File: src/rtl/fpconv_pkg.sv
// Shared types and constants for the fixed-to-float sequential converter.
package fpconv_pkg;

  typedef enum logic [1:0] {
    IDLE,
    NORM,
    ROUND,
    DONE
  } state_t;

  function automatic int exp_load(input int in_w, input int mant_w);
    return in_w - 1 - mant_w;
  endfunction

  // Counter must hold exp_load+1 and everything up to the largest exponent.
  function automatic int cnt_width(input int in_w, input int exp_w,
                                   input int mant_w);
    int a;
    a = $clog2(in_w - mant_w + 1);
    return ((a > exp_w) ? a : exp_w) + 1;
  endfunction

endpackage

File: src/rtl/fpconv_round.sv
// Round/saturate stage of the converter; pure combinational.
// Rounding is enabled by defining FPCONV_ROUND_EN, otherwise truncates.
module fpconv_round
  import fpconv_pkg::*;
#(
  parameter int EXP_W  = 3,
  parameter int MANT_W = 4,
  parameter int CNT_W  = 5
) (
  input  logic [MANT_W-1:0] f_raw,
  input  logic              r,
  input  logic [CNT_W-1:0]  exp_cnt,
  input  logic              sat_in,
  output logic [EXP_W-1:0]  e,
  output logic [MANT_W-1:0] f,
  output logic              sat
);

`ifdef FPCONV_ROUND_EN
  localparam logic ROUND_EN = 1'b1;
`else
  localparam logic ROUND_EN = 1'b0;
`endif

  localparam logic [CNT_W-1:0] E_MAX = CNT_W'((1 << EXP_W) - 1);

  logic              inc;
  logic [MANT_W:0]   f_sum;
  logic [MANT_W-1:0] f_rnd;
  logic [CNT_W-1:0]  e_adj;

  assign inc   = r & ROUND_EN;
  assign f_sum = {1'b0, f_raw} + {{MANT_W{1'b0}}, inc};

  always_comb begin
    f_rnd = f_sum[MANT_W-1:0];
    e_adj = exp_cnt;
    if (f_sum[MANT_W]) begin
      f_rnd = {1'b1, {(MANT_W-1){1'b0}}};
      e_adj = exp_cnt + CNT_W'(1);
    end
  end

  always_comb begin
    e   = e_adj[EXP_W-1:0];
    f   = f_rnd;
    sat = 1'b0;
    if (sat_in || (e_adj > E_MAX)) begin
      e   = '1;
      f   = '1;
      sat = 1'b1;
    end
  end

endmodule

File: src/rtl/fp_converter_seq.sv
// Sequential two's-complement to sign/exponent/significand converter.
// Define FPCONV_ROUND_EN for round-half-up; default build truncates.
module fp_converter_seq
  import fpconv_pkg::*;
#(
  parameter int IN_W   = 12,
  parameter int EXP_W  = 3,
  parameter int MANT_W = 4
) (
  input  logic              clk,
  input  logic              rst,
  input  logic              in_valid,
  output logic              in_ready,
  input  logic [IN_W-1:0]   in_data,
  output logic              out_valid,
  input  logic              out_ready,
  output logic              out_s,
  output logic [EXP_W-1:0]  out_e,
  output logic [MANT_W-1:0] out_f,
  output logic              out_sat
);

  localparam int CNT_W = cnt_width(IN_W, EXP_W, MANT_W);
  localparam logic [CNT_W-1:0] E_LOAD = CNT_W'(exp_load(IN_W, MANT_W));
  localparam int R_IDX = IN_W - 2 - MANT_W;

  state_t state, state_nxt;

  // Magnitude top bit only feeds the saturate flag, so it is not stored.
  logic [IN_W-2:0]   mag, mag_nxt;
  logic [CNT_W-1:0]  exp_cnt, exp_nxt;
  logic              sign, sign_nxt;
  logic              sat_flag, sat_flag_nxt;
  logic              valid_nxt, s_nxt, sat_nxt;
  logic [EXP_W-1:0]  e_nxt;
  logic [MANT_W-1:0] f_nxt;

  logic [IN_W-1:0]   abs_val;
  logic              r_bit;
  logic [EXP_W-1:0]  rnd_e;
  logic [MANT_W-1:0] rnd_f;
  logic              rnd_sat;

  assign abs_val  = in_data[IN_W-1] ? -in_data : in_data;
  assign in_ready = (state == IDLE);

  generate
    if (R_IDX >= 0) begin : g_rbit
      assign r_bit = mag[R_IDX];
    end else begin : g_nobit
      assign r_bit = 1'b0;
    end
  endgenerate

  fpconv_round #(
    .EXP_W  (EXP_W),
    .MANT_W (MANT_W),
    .CNT_W  (CNT_W)
  ) u_round (
    .f_raw   (mag[IN_W-2 -: MANT_W]),
    .r       (r_bit),
    .exp_cnt (exp_cnt),
    .sat_in  (sat_flag),
    .e       (rnd_e),
    .f       (rnd_f),
    .sat     (rnd_sat)
  );

  always_comb begin
    state_nxt    = state;
    mag_nxt      = mag;
    exp_nxt      = exp_cnt;
    sign_nxt     = sign;
    sat_flag_nxt = sat_flag;
    valid_nxt    = out_valid;
    s_nxt        = out_s;
    e_nxt        = out_e;
    f_nxt        = out_f;
    sat_nxt      = out_sat;
    unique case (state)
      IDLE: begin
        if (in_valid) begin
          sign_nxt     = in_data[IN_W-1];
          mag_nxt      = abs_val[IN_W-2:0];
          sat_flag_nxt = abs_val[IN_W-1];
          exp_nxt      = E_LOAD;
          state_nxt    = NORM;
        end
      end
      NORM: begin
        if (mag[IN_W-2] || (exp_cnt == '0)) begin
          state_nxt = ROUND;
        end else begin
          mag_nxt = mag << 1;
          exp_nxt = exp_cnt - CNT_W'(1);
        end
      end
      ROUND: begin
        s_nxt     = sign;
        e_nxt     = rnd_e;
        f_nxt     = rnd_f;
        sat_nxt   = rnd_sat;
        valid_nxt = 1'b1;
        state_nxt = DONE;
      end
      DONE: begin
        if (out_ready) begin
          valid_nxt = 1'b0;
          state_nxt = IDLE;
        end
      end
      default: state_nxt = IDLE;
    endcase
  end

  always_ff @(posedge clk or posedge rst) begin
    if (rst) begin
      state     <= IDLE;
      mag       <= '0;
      exp_cnt   <= '0;
      sign      <= 1'b0;
      sat_flag  <= 1'b0;
      out_valid <= 1'b0;
      out_s     <= 1'b0;
      out_e     <= '0;
      out_f     <= '0;
      out_sat   <= 1'b0;
    end else begin
      state     <= state_nxt;
      mag       <= mag_nxt;
      exp_cnt   <= exp_nxt;
      sign      <= sign_nxt;
      sat_flag  <= sat_flag_nxt;
      out_valid <= valid_nxt;
      out_s     <= s_nxt;
      out_e     <= e_nxt;
      out_f     <= f_nxt;
      out_sat   <= sat_nxt;
    end
  end

endmodule

File: config.mk
export PLATFORM = sky130hd
export DESIGN_NAME = fp_converter_seq
export DESIGN_NICKNAME = d
export VERILOG_FILES = /design/src/rtl/fpconv_pkg.sv /design/src/rtl/fpconv_round.sv /design/src/rtl/fp_converter_seq.sv
export SDC_FILE = /design/constraint.sdc
export NUM_CORES = 1
export LEC_CHECK = 0
export CORE_ASPECT_RATIO = 1.25
export CORE_MARGIN = 2
export CORE_UTILIZATION = 62
export DETAILED_ROUTE_END_ITERATION = 10
export DONT_BUFFER_PORTS = 1
export GPL_TIMING_DRIVEN = 0
export HOLD_SLACK_MARGIN = 0.15
export PLACE_DENSITY_LB_ADDON = 0.12
export SLEW_MARGIN = 25
export SYNTH_ARGS = -nofsm -noshare
export SYNTH_HDL_FRONTEND = slang
export SYNTH_SLANG_ARGS = --single-unit
File: constraint.sdc
create_clock -name clk -period 2.25 [get_ports clk]
set_input_delay 0.3375 -clock clk [delete_from_list [all_inputs] [get_ports clk]]
set_output_delay 0.3375 -clock clk [all_outputs]
set_load 0.02 [all_outputs]
==> metrics <==
Hold Path Class=input pin to register; gr usage total=0.227; synthesized area=0.00167 mm²; Max transition margin=0.506; Synth Flop Type=dfrtp_1; crit end category=register; core area=0.00263 mm²; Clock Skew=0.0112 ns; DRT Pass-1 Iters=4; Crit path arrival time=2.23 ns; total power draw=0.00239 W; Final ANT Viol Nets=0; Port Buffer Count=0; first-pass GRT wire length=5.15 mm; unrepaired setup endpoints after global routing=false; Layout fillers=219; pwr dens=1340 mW/mm²; Storage cell area=751 µm²; postcts setup bufs=0; maximum VDD drop=0.694 mV; Syn. warnings=0; DRC viols=0; CTS tree=built; Crit Path Class=register to register; clock latency at the later pin of the worst-skew pair=0.32 ns; Via Count=1209; # diodes=0; Worst Setup Start Kind=register; Max Cap Viol=0; syn nets=188; final hold viol count=0; largest net degree at the start of global routing=31; number of synthesized flops with an enable pin=0; multi-input logic area=841 µm²; Synth Instances=164; vias in the first global route=1215; row cnt=21; DIE WIDTH=50.4 µm; Via density=5.87; synth-to-layout area growth=6.82%; die height=62.0 µm; Fin Setup TNS=0 ns; root buf cell=clkbuf_4; status=finished, final reports clean; clock transition at the registers of the reported paths=0.09 ns; H-tree level count=2; worst-margin pin slew=0.730 ns; layout cells sized above 1=0.145; post-synth cell types=38; initial core utilization=0.636; Critical Path RT=2.47 ns; cts bufs inserted=5; dpl hpwl=2.34 mm; initial antenna violation count=0; Tmin final=2.01 ns; Max Slew Vio Count=0; drt wl/cell=14.8 µm; # IOs=27; wirelength, routed=3.06 mm; gr ovfl total=0; number of synthesized register bits=30; final period utilization=0.894; # setup viols final=0; die area=0.00313 mm²; crit path max fanout=10; Clock Path Buffers=2; CTS sink cnt=30; register area share after synthesis=0.449; initial DRC count=6; leak pwr=0.758 nW; Synth async-reset ratio=1.00; Layout Nets=197; RePlAce Congestion=0.764; highest clock rate=0.497 GHz; syn avg cell area=10.2 µm²
==> layout make-up <==
class / count / area share
multi-input cells: 116 / 0.471
flip-flops and latches: 30 / 0.421
clock buffers: 6 / 0.0288
well taps: 34 / 0.0238
plain buffers: 8 / 0.0231
inverters: 10 / 0.0210
repair buffers: 2 / 0.0112
==> worst paths after layout <==
| check | slack (ns) | cells after the start | startpoint | endpoint |
|---|---|---|---|---|
| max reg2reg | 0.24 | 8 | exp_cnt[0] | mag[0] |
| max in group asynchronous | 1.30 | 2 | rst | state[1] |
| min | 0.21 | 2 | in_data[0] | mag[0] |
| min in group asynchronous | 0.54 | 2 | rst | out_sat |
| max | 0.24 | 8 | exp_cnt[0] | mag[0] |
| min reg2reg | 0.49 | 2 | mag[1] | mag[1] |
==> metrics by stage <==
stage,util,instances,setup WS [ns],hold WS (ns),instance area (µm²)
finish,0.679,206,0.239,0.215,1780
global route,0.679,206,0.0807,0.223,1780
CTS,0.679,206,0.239,0.200,1780
detailed placement,0.652,198,0.253,0.331,1710
global placement,0.652,198,0.320,0.451,1710
floorplan,-,164,0.515,0.428,1670
==> worst max-delay path: stages (launching register included) <==
cell and delay, ns:
dfrtp_1 0.45, inv_1 0.12, ha_1 0.22, nor4b_2 0.26
nor3b_2 0.11, o21ai_2 0.32, buf_2 0.28, nand2_1 0.07
o31ai_1 0.06
==> placed cells by master, fill, tap and decap left out, drive strengths merged, types with 2 or more instances in the layout <==
master	n
a21oi	6
a22o	2
a31oi	2
buf	5
clkbuf	9
dfrtp	30
dlygate4sd3	2
ha	8
inv	10
mux2	5
mux2i	6
nand2	18
nand2b	2
nor2	8
nor2b	2
nor3	2
nor3b	2
o21a	2
o21ai	17
o22a	6
o31ai	4
o41ai	3
or2	2
or3	2
or4	2
xnor2	7
xor2	2
==> synthesized netlist by cell type (2+ instances only) <==
cell type / instances / area share
buf_2: 3 / 0.0090
nand2b_1: 2 / 0.0075
dfrtp_1: 30 / 0.45
o21ai_0: 13 / 0.039
o41ai_2: 3 / 0.029
o21a_1: 2 / 0.0090
nor2b_1: 2 / 0.0075
nor2_1: 8 / 0.018
o31ai_1: 3 / 0.013
nor3_1: 2 / 0.0060
ha_1: 8 / 0.060
inv_1: 10 / 0.022
xnor2_1: 7 / 0.037
mux2i_1: 6 / 0.036
xor2_1: 2 / 0.010
o21ai_1: 3 / 0.0090
a31oi_1: 2 / 0.0075
mux2_2: 5 / 0.034
a22o_1: 2 / 0.010
or4_1: 2 / 0.0090
clkbuf_1: 3 / 0.0067
a21oi_1: 6 / 0.018
or3_1: 2 / 0.0075
nand2_1: 18 / 0.040
or2_2: 2 / 0.0075
o22a_1: 6 / 0.031
==> routing by layer <==
layer / global-route usage / vias up / wire, µm
met4: 0.131 / 0 / 84
met5: 0 / - / 0
met3: 0.0502 / 6 / 96
li1: - / 595 / -
met2: 0.427 / 22 / 1630
met1: 0.237 / 586 / 1250
==> timing repair <==
item                                   4_1_cts  5_1_grt
endpoints found under the hold margin       31        0
resized for setup                            0        0
hold buffers                                 2        0
==> cell families after synthesis <==
logic type,share of synthesized area
adders and majority gates,0.0599
muxes,0.0697
AOI/OAI and AO/OA,0.199
buffers and inverters,0.0472
xor gates and xnor gates,0.0472
and+or+nand+nor,0.128
DFF,0.449
==> state kept, by name, summed over array words and instances (netlist names) <==
name / count
state: 2
out_e: 3
out_f: 4
mag: 11
out_sat: 1
out_s: 1
exp_cnt: 5
sat_flag: 1
out_valid: 1
sign: 1
==> where the power goes <==
group          total [W]  leakage [nW]  switching [W]  internal, W
Sequential       0.00105         0.351       0.000270     0.000784
Combinational    0.00103         0.376       0.000579     0.000449
Clock           0.000309        0.0302       0.000169     0.000141
(Power assumes the default switching activity.)
